**config.mk**
```make
export PLATFORM = sky130hd
export DESIGN_NAME = fx_requant_pipe
export DESIGN_NICKNAME = d
export VERILOG_FILES = /design/src/rtl/fx_pkg.sv /design/src/rtl/fx_lane_conv.sv /design/src/rtl/fx_requant_pipe.sv
export SDC_FILE = /design/constraint.sdc
export NUM_CORES = 1
export LEC_CHECK = 0
export ABC_AREA = 1
export CAP_MARGIN = 20
export CORE_ASPECT_RATIO = 0.7
export CORE_UTILIZATION = 52
export DETAILED_ROUTE_END_ITERATION = 7
export GPL_ROUTABILITY_DRIVEN = 0
export PLACE_DENSITY_LB_ADDON = 0.1
export SYNTH_ARGS = -nofsm -noshare
export SYNTH_HDL_FRONTEND = slang
export SYNTH_SLANG_ARGS = --single-unit
export TNS_END_PERCENT = 1
```
**constraint.sdc**
```tcl
create_clock -name clk -period 5.1 [get_ports clk]
set_input_delay 0.765 -clock clk [delete_from_list [all_inputs] [get_ports clk]]
set_output_delay 0.765 -clock clk [all_outputs]
set_load 0.02 [all_outputs]
```
**src/rtl/fx_pkg.sv**
```systemverilog
// Shared types and format helpers for the fixed-point requantiser.
package fx_pkg;

    typedef enum logic [1:0] {
        RND_TRUNC     = 2'd0,
        RND_HALF_UP   = 2'd1,
        RND_HALF_EVEN = 2'd2,
        RND_RSVD      = 2'd3
    } rnd_mode_e;

    function automatic int fx_frac(input int w, input int s, input int i);
        return w - s - i;
    endfunction

    function automatic longint fx_max(input int w, input int s, input int i);
        return (longint'(1) <<< (i + fx_frac(w, s, i))) - 1;
    endfunction

    function automatic longint fx_min(input int w, input int s, input int i);
        return -(longint'(1) <<< (i + fx_frac(w, s, i)));
    endfunction

    // Interpreted input bits, one guard bit, plus any exact left shift.
    function automatic int fx_mid_width(
        input int fw, input int fs, input int fi,
        input int w, input int s, input int i
    );
        int fin;
        int fout;
        fin  = fx_frac(fw, fs, fi);
        fout = fx_frac(w, s, i);
        return fi + 2 + fin + ((fout > fin) ? fout - fin : 0);
    endfunction

endpackage

```
**src/rtl/fx_lane_conv.sv**
```systemverilog
// One lane of the requantiser; stage 0 rounds, stage 1 saturates.
module fx_lane_conv
    import fx_pkg::*;
#(
    parameter int stage          = 0,
    parameter int from_width     = 12,
    parameter int from_sign_bits = 1,
    parameter int from_int_bits  = 3,
    parameter int width          = 6,
    parameter int sign_bits      = 1,
    parameter int int_bits       = 2,
    localparam int mid_width = fx_mid_width(from_width, from_sign_bits,
        from_int_bits, width, sign_bits, int_bits)
) (
    input  logic [from_width-1:0] word,
    input  rnd_mode_e             mode,
    input  logic [mid_width-1:0]  mid_in,
    output logic [mid_width-1:0]  mid_out,
    output logic [width-1:0]      result,
    output logic                  ovf
);

    localparam int frac_in  = fx_frac(from_width, from_sign_bits, from_int_bits);
    localparam int frac_out = fx_frac(width, sign_bits, int_bits);
    localparam int in_bits  = from_int_bits + 1 + frac_in;

    if (stage == 0) begin : g_round
        logic [in_bits-1:0] x;
        logic               unused_in;

        assign x         = word[in_bits-1:0];
        assign unused_in = ^{mid_in, word};
        assign result    = '0;
        assign ovf       = 1'b0;

        if (frac_out >= frac_in) begin : g_left
            localparam int sh = frac_out - frac_in;
            assign mid_out = {{(mid_width-in_bits){x[in_bits-1]}}, x} << sh;
        end else begin : g_right
            localparam int d = frac_in - frac_out;
            localparam logic [in_bits:0] half = {{in_bits{1'b0}}, 1'b1} << (d - 1);
            logic        [in_bits:0] ext;
            logic        [in_bits:0] inc;
            logic signed [in_bits:0] sum;

            assign ext = {x[in_bits-1], x};

            always_comb begin
                inc = half;
                unique case (1'b1)
                    mode == RND_TRUNC: inc = '0;
                    // Exact tie onto an even kept value stays put.
                    mode == RND_HALF_EVEN && x[d-1:0] == half[d-1:0] && !x[d]:
                        inc = '0;
                    default: inc = half;
                endcase
            end

            assign sum     = ext + inc;
            assign mid_out = sum >>> d;
        end
    end else begin : g_sat
        localparam int cmp_width = mid_width + width + 1;
        localparam logic signed [cmp_width-1:0] max_v =
            cmp_width'(fx_max(width, sign_bits, int_bits));
        localparam logic signed [cmp_width-1:0] min_v =
            cmp_width'(fx_min(width, sign_bits, int_bits));
        logic signed [cmp_width-1:0] v;
        logic                        unused_in;

        assign v         = {{(width+1){mid_in[mid_width-1]}}, mid_in};
        assign unused_in = ^{word, mode};
        assign mid_out   = '0;

        always_comb begin
            result = v[width-1:0];
            ovf    = 1'b0;
            unique case (1'b1)
                v > max_v: begin
                    result = max_v[width-1:0];
                    ovf    = 1'b1;
                end
                v < min_v: begin
                    result = min_v[width-1:0];
                    ovf    = 1'b1;
                end
                default: ;
            endcase
        end
    end

endmodule

```
**src/rtl/fx_requant_pipe.sv**
```systemverilog
// Multi-lane fixed-point format converter: 2-stage valid/ready pipe
// with per-beat saturation flags and a saturating overflow counter.
module fx_requant_pipe
    import fx_pkg::*;
#(
    parameter int lanes          = 4,
    parameter int from_width     = 12,
    parameter int from_sign_bits = 1,
    parameter int from_int_bits  = 3,
    parameter int width          = 6,
    parameter int sign_bits      = 1,
    parameter int int_bits       = 2,
    parameter int cnt_width      = 16
) (
    input  logic                        clk,
    input  logic                        reset,
    input  logic                        in_valid,
    output logic                        in_ready,
    input  logic [lanes*from_width-1:0] in_data,
    input  logic [1:0]                  rnd_mode,
    output logic                        out_valid,
    input  logic                        out_ready,
    output logic [lanes*width-1:0]      out_data,
    output logic [lanes-1:0]            out_ovf,
    output logic [cnt_width-1:0]        ovf_count,
    input  logic                        ovf_clear
);

    localparam int mid_width = fx_mid_width(from_width, from_sign_bits,
        from_int_bits, width, sign_bits, int_bits);

    if (fx_frac(from_width, from_sign_bits, from_int_bits) < 0 ||
        from_sign_bits < 1) begin : g_bad_from
        $fatal(1, "fx_requant_pipe: illegal input format");
    end
    if (fx_frac(width, sign_bits, int_bits) < 0 || sign_bits < 1) begin : g_bad_to
        $fatal(1, "fx_requant_pipe: illegal output format");
    end

    logic                         s1_valid;
    logic                         s2_valid;
    logic [lanes*mid_width-1:0]   s1_mid;
    rnd_mode_e                    s1_mode;
    logic [lanes*width-1:0]       s2_data;
    logic [lanes-1:0]             s2_ovf;
    logic [lanes*mid_width-1:0]   mid_c;
    logic [lanes*width-1:0]       data_c;
    logic [lanes-1:0]             ovf_c;
    logic                         s1_adv;
    logic                         s2_adv;
    logic                         take;
    logic [cnt_width-1:0]         count;
    logic [cnt_width:0]           pop;
    logic [cnt_width:0]           sum_c;
    logic                         unused_mode;

    assign s2_adv   = !s2_valid || out_ready;
    assign s1_adv   = !s1_valid || s2_adv;
    assign in_ready = !reset && s1_adv;
    assign take     = in_valid && in_ready;

    for (genvar i = 0; i < lanes; i++) begin : g_lane
        logic [mid_width-1:0] unused_mid;
        logic [width-1:0]     unused_res;
        logic                 unused_ovf;

        fx_lane_conv #(
            .stage(0),
            .from_width(from_width),
            .from_sign_bits(from_sign_bits),
            .from_int_bits(from_int_bits),
            .width(width),
            .sign_bits(sign_bits),
            .int_bits(int_bits)
        ) u_rnd (
            .word(in_data[i*from_width +: from_width]),
            .mode(rnd_mode_e'(rnd_mode)),
            .mid_in('0),
            .mid_out(mid_c[i*mid_width +: mid_width]),
            .result(unused_res),
            .ovf(unused_ovf)
        );

        fx_lane_conv #(
            .stage(1),
            .from_width(from_width),
            .from_sign_bits(from_sign_bits),
            .from_int_bits(from_int_bits),
            .width(width),
            .sign_bits(sign_bits),
            .int_bits(int_bits)
        ) u_sat (
            .word('0),
            .mode(RND_TRUNC),
            .mid_in(s1_mid[i*mid_width +: mid_width]),
            .mid_out(unused_mid),
            .result(data_c[i*width +: width]),
            .ovf(ovf_c[i])
        );
    end

    always_ff @(posedge clk) begin
        if (reset) begin
            s1_valid <= 1'b0;
            s2_valid <= 1'b0;
            s1_mid   <= '0;
            s1_mode  <= RND_TRUNC;
            s2_data  <= '0;
            s2_ovf   <= '0;
        end else begin
            if (s1_adv) begin
                s1_valid <= take;
                if (take) begin
                    s1_mid  <= mid_c;
                    s1_mode <= rnd_mode_e'(rnd_mode);
                end
            end
            if (s2_adv) begin
                s2_valid <= s1_valid;
                if (s1_valid) begin
                    s2_data <= data_c;
                    s2_ovf  <= ovf_c;
                end
            end
        end
    end

    assign unused_mode = ^s1_mode;

    always_comb begin
        pop = '0;
        for (int i = 0; i < lanes; i++) begin
            pop = pop + {{cnt_width{1'b0}}, s2_ovf[i]};
        end
        sum_c = {1'b0, count} + pop;
    end

    // Clear wins over a coinciding transfer.
    always_ff @(posedge clk) begin
        if (reset || ovf_clear) begin
            count <= '0;
        end else if (s2_valid && out_ready) begin
            count <= sum_c[cnt_width] ? '1 : sum_c[cnt_width-1:0];
        end
    end

    assign out_valid = s2_valid;
    assign out_data  = s2_data;
    assign out_ovf   = s2_ovf;
    assign ovf_count = count;

endmodule

```
==> flow_summary.toml, run 1 <==
[worst_setup_path]
crit_path_max_fanout = 13
end_kind = "output pin"
path_class = "input pin to output pin"
required_ps = 4340
cp-start-kind = "input pin"
slowest_delay_ps = 660
arrival_ps = 2300
cp_slowest_cell = "clkdlybuf4s50_1"
path_cells = "clkdlybuf4s50_1, inv_2, nand2_1, inv_1, clkdlybuf4s50_1"
crit_top_cell = "clkdlybuf4s50_1"

[final_layout]
n_fill_cell = 538
final_core_utilization_pct = 73.0
diodes = 0
layout_commonest_cell = "clkdlybuf4s50_1"
area_delta_synth_final_pct = 33.3
final_cell_mix = "clkdlybuf4s50_1 (100), nand2_1 (98), dfxtp_1 (78), o21ai_0 (57), inv_1 (54)"
drive_gt1_share_pct = 6.06
fin_nets = 682

[sta]
tightestPinTransition_ps = 996
slew_violations = 0
fin_skew_ps = 6.66
min_period_over_period_pct = 60.0
min_period_ps = 3060
slew_headroom_pct = 33.6
hold_viol = 0
max_freq_mhz = 327
setup_viol = 0
rsz0062_at_grt = "false"
tns_ps = 0
setup_ws_ps = 2040

[clocking]
clk_latency_ps = 350
clock-root-buffer = "clkbuf_8"
cts_setup_buffers = 0
cts_sinks = 78
clkTransAtPathRegs_ps = 80
tritoncts = "built"
htree_levels = 3
max-clock-path-buffers = 2
numCtsBuffers = 9
cts_hold_buf = 0
ctsResizeCount = 0

[logic_synthesis]
yosysTopAreaCellShare_pct = 41.6
yosys_register_bits = 78
syn_avg_cell_area_sq_um = 7.13
synth_nets = 586
synth_area_leaders = "dfxtp_1 (42%), nand2_1 (9.8%), o21ai_0 (7.6%)"
synth.distinct_cells = 31
yosys_warnings = 0
synth_top_area_cell = "dfxtp_1"
synth_area_sq_mm = 0.00375
syn_inst = 526
ys_seq_area_share_pct = 41.6

[drt]
drc = 0
via_per_inst = 5.29
wirelength_met1_um = 4530
antenna_left = 0
num_vias = 3813
wire_per_inst_um = 12.9
highest_layer = "met4"
drt_wl_total_um = 9310
drtIter0Drc = 212
dr.pass1.iters = 4
dr_wl_met2_um = 4160
met3WireLength_um = 508

[power]
p_per_area_mw_per_mm2 = 262
power.share.clock_pct = 35.0
leakagePower_nw = 2.02
p_sw_w = 0.000340
combPwrFrac_pct = 14.7
seqPwrFrac_pct = 50.3
power.share.switching_pct = 26.0
internal_power_w = 0.000969
peakVddDrop_v = 0.000164

[global_route]
grt_usage_pct = 25.9
grt_pass1_wl_um = 15700
antenna_found_initial = 0
first_global_vias = 3404
grt_max_degree = 53
grt-ovfl-total = 0

[floorplan]
core_area_sq_mm = 0.00685
rows = 25
die_y_um = 73.1
die-area_sq_mm = 0.00756
floorplan.io_pins = 101
die_x_um = 104
floorplan.initialDensity_pct = 54.8

[placed_design]
io_buffer_count = 100
post-place-ws_ps = 1890
detailed_place_hpwl_um = 6900

[min_path]
hold_class = "flip-flop to flip-flop"

[job]
drv_cap = 0

[run_status]
status = "complete, no violations"
## path summary, 6_finish.rpt
kind / to / from / slack (ps) / depth (start not counted)
setup / recovery: in_ready / reset / 2040 / 5
hold / removal: s1_mid[26] / s1_mid[26] / 480 / 2
setup reg to reg: ovf_count[10] / out_ovf[0] / 2310 / 11
hold reg to reg: s1_mid[26] / s1_mid[26] / 480 / 2
## power by group through the flow
stage                      logic, W  clock network [W]  registers [W]
after global placement     0.000186                  0       0.000672
after CTS                  0.000192           0.000463       0.000659
after global routing       0.000213           0.000495       0.000662
final                      0.000192           0.000458       0.000659
after floorplan           0.0000839                  0       0.000684
after detailed placement   0.000191                  0       0.000673
## layer usage
metal / global-route usage [%] / up-vias
met4: 7.89 / 0
met5: 0 / -
li1: - / 1949
met2: 41.7 / 105
met3: 5.80 / 12
met1: 35.2 / 1747
## per-stage QoR
stage | instances | power (W) | hold slack (ps) | area (sq um)
after CTS | 721 | 0.00131 | 480 | 5000
after floorplan | 526 | 0.000767 | 444 | 3750
after detailed placement | 705 | 0.000863 | 469 | 4800
after global routing | 721 | 0.00137 | 495 | 5000
after global placement | 705 | 0.000859 | 466 | 4800
final | 721 | 0.00131 | 479 | 5000
## synth_stat cells, drive strengths merged
| cell type | n |
|---|---|
| nand4 | 13 |
| a21oi | 52 |
| o211ai | 1 |
| clkinv | 1 |
| inv | 58 |
| a31oi | 10 |
| or2 | 2 |
| nor2 | 55 |
| buf | 10 |
| o21bai | 5 |
| clkbuf | 7 |
| nand2 | 101 |
| nand3 | 52 |
| ha | 2 |
| xor2 | 5 |
| o21ai | 57 |
| dfxtp | 78 |
| nor4 | 1 |
| nor3 | 11 |
| fa | 3 |
| xnor2 | 2 |
## critical path, delay by kind of cell
family,cells,cell delay [ps]
buffers and inverters,4,1460
AND/OR/NAND/NOR,1,60
## area by class of cell
| type | instances | area, sq um | share of cell area [%] |
|---|---|---|---|
| clock buffers | 10 | 138 | 2.75 |
| clock inverters | 6 | 61.3 | 1.23 |
| inverters | 59 | 221 | 4.43 |
| multi-input cells | 372 | 1890 | 37.7 |
| flip-flops and latches | 78 | 1560 | 31.2 |
| well taps | 94 | 118 | 2.35 |
| repair buffers | 102 | 1020 | 20.3 |
## cell families after synthesis
logic type | after synthesis | synth area share, %
flops | 78 | 41.6
buf+inv | 76 | 8.10
compound gates | 125 | 17.4
fa+ha+maj | 5 | 2.27
simple gates | 235 | 29.0
xor+xnor | 7 | 1.63
## state kept, by name, indices dropped and copies added, names as in the netlist
register	cells
out_ovf	4
s1_mid	32
out_data	24
ovf_count	16
s1_valid	1
out_valid	1
(Power assumes the default switching activity.)
==> inputs of run 2 (changes only) <==
- CORE_UTILIZATION: 52 -> 48
- clock period: 5.1 -> 3.1 ns (I/O delays scaled with it)
==> run 2 against run 1 <==
Clock skew rose by 2.1 ps. Global-route usage fell by 0.21 points. Worst hold slack got worse by 1.9 ps. Sequential share of layout area fell by 0.51 points. Cell area rose by 1.7%. Die area rose by 8.1%. Setup slack got worse by 1600 ps. Count of clock-buffer cells in the layout fell by 1. Sequential power rose by 64%. Largest cell class unchanged. Critical path depth rose by 8. Routed wire length rose by 6.4%.
==> flow_summary.toml, run 2 (synthesis results as in run 1) <==
[final_layout]
n_fill_cell = 663
multi_input_area_sq_mm = 0.00189
final_cell_mix = "clkdlybuf4s50_1 (100), nand2_1 (98), dfxtp_1 (78), o21ai_0 (57), inv_1 (54)"
fin_nets = 689
area_delta_synth_final_pct = 35.5
ff_latch_area_sq_mm = 0.00156
diodes = 0
fin_area_sq_mm = 0.00508
regMostFlops = "s1_mid"
drive_gt1_share_pct = 6.80
layout_commonest_cell = "clkdlybuf4s50_1"
largest_reg_flops = 32

[worst_setup_path]
crit_family = "adder cells"
path_cells = "fa_1, inv_1, fa_1, inv_1, fa_1, inv_1, nor2_1, nand3_2, nor2_4, nand2_4, nand3_1, nand2_1, inv_1"
path_class = "flip-flop to flip-flop"
timing.critical_path.buf_inv = 4
crit_path_max_fanout = 9
cp-start-kind = "flip-flop"
required_ps = 3400
end_kind = "flip-flop"
arrival_ps = 3000
crit_top_cell = "inv_1"
slowest_delay_ps = 530
cp_slowest_cell = "fa_1"

[placed_design]
detailed_place_hpwl_um = 7390
dpl-instance-area_sq_mm = 0.00486
io_buffer_count = 100
post-place-ws_ps = 462

[clocking]
clk_latency_ps = 350
htree_levels = 3
cts_sinks = 78
tritoncts = "built"
cts_setup_buffers = 0
max-clock-path-buffers = 2
clock-root-buffer = "clkbuf_8"
clkTransAtPathRegs_ps = 70
ctsResizeCount = 0
cts_hold_buf = 0
numCtsBuffers = 9

[sta]
tns_ps = 0
min_period_ps = 2700
setup_ws_ps = 396
hold_viol = 0
slew_violations = 0
setup_viol = 0
fin_skew_ps = 8.75
slew_headroom_pct = 63.8
tightestPinTransition_ps = 542
max_freq_mhz = 370
rsz0062_at_grt = "false"
min_period_over_period_pct = 87.2

[floorplan]
rows = 26
floorplan.io_pins = 101
floorplan.initialDensity_pct = 50.6
core_area_sq_mm = 0.00742
die_y_um = 76.0
die-area_sq_mm = 0.00818
die_x_um = 108

[drt]
drc = 0
antenna_left = 0
num_vias = 3832
via_per_inst = 5.25
drtIter0Drc = 222
drt_wl_total_um = 9910
dr.pass1.iters = 4
wire_per_inst_um = 13.6

[power]
p_per_area_mw_per_mm2 = 449
leakagePower_nw = 2.07
peakVddDrop_v = 0.000332

[job]
drv_cap = 0

[global_route]
grt-ovfl-total = 0
grt_usage_pct = 25.7
grt_pass1_wl_um = 16700
first_global_vias = 3522
grt_max_degree = 28
antenna_found_initial = 0

[run_status]
status = "complete, no violations"

[min_path]
hold_class = "flip-flop to flip-flop"
-- run 2: power by group --
part	internal, W	leakage [nW]	switching, W	total [W]
sequential	0.00105	0.639	0.0000301	0.00108
clock	0.000523	0.115	0.000352	0.000875
combinational	0.000156	1.31	0.000170	0.000326
-- run 2: layer usage --
metal / GRT usage (%) / vias up / share of wire, %
met4: 7.95 / 0 / 0.96
met3: 5.47 / 9 / 5.5
li1: - / 1960 / -
met5: 0 / - / 0
met2: 40.4 / 120 / 46
met1: 35.3 / 1743 / 48
-- run 2: stage by stage --
| stage | utilization [%] | cells | power (W) | hold slack (ps) |
|---|---|---|---|---|
| 5_1_grt | 68.6 | 730 | 0.00238 | 498 |
| 2_1_floorplan | - | 526 | 0.00126 | 444 |
| 3_3_place_gp | 65.5 | 716 | 0.00142 | 461 |
| 6_report | 68.6 | 730 | 0.00228 | 477 |
| 4_1_cts | 68.6 | 730 | 0.00230 | 476 |
| 3_5_place_dp | 65.5 | 716 | 0.00143 | 464 |
-- run 2: tightest hold or removal path, delay by kind of cell (launching register included) --
kind	cells	cell delay, ps
flops	1	310
simple gates	2	130
-- run 2: cell type report --
| class | instances | area share, % |
|---|---|---|
| clock buffers | 9 | 2.44 |
| clock inverters | 5 | 1.97 |
| inverters | 59 | 4.36 |
| multi-input cells | 372 | 37.1 |
| flip-flops and latches | 78 | 30.7 |
| well taps | 98 | 2.41 |
| repair buffers | 109 | 21.0 |
-- run 2: final timing paths --
| check | start | endpoint | slack [ps] | depth (start not counted) |
|---|---|---|---|---|
| worst min register to register | s1_mid[30] | s1_mid[30] | 480 | 2 |
| worst max-delay path | out_ovf[0] | ovf_count[13] | 400 | 13 |
| worst max register to register | out_ovf[0] | ovf_count[13] | 400 | 13 |
| worst min-delay path | s1_mid[30] | s1_mid[30] | 480 | 2 |
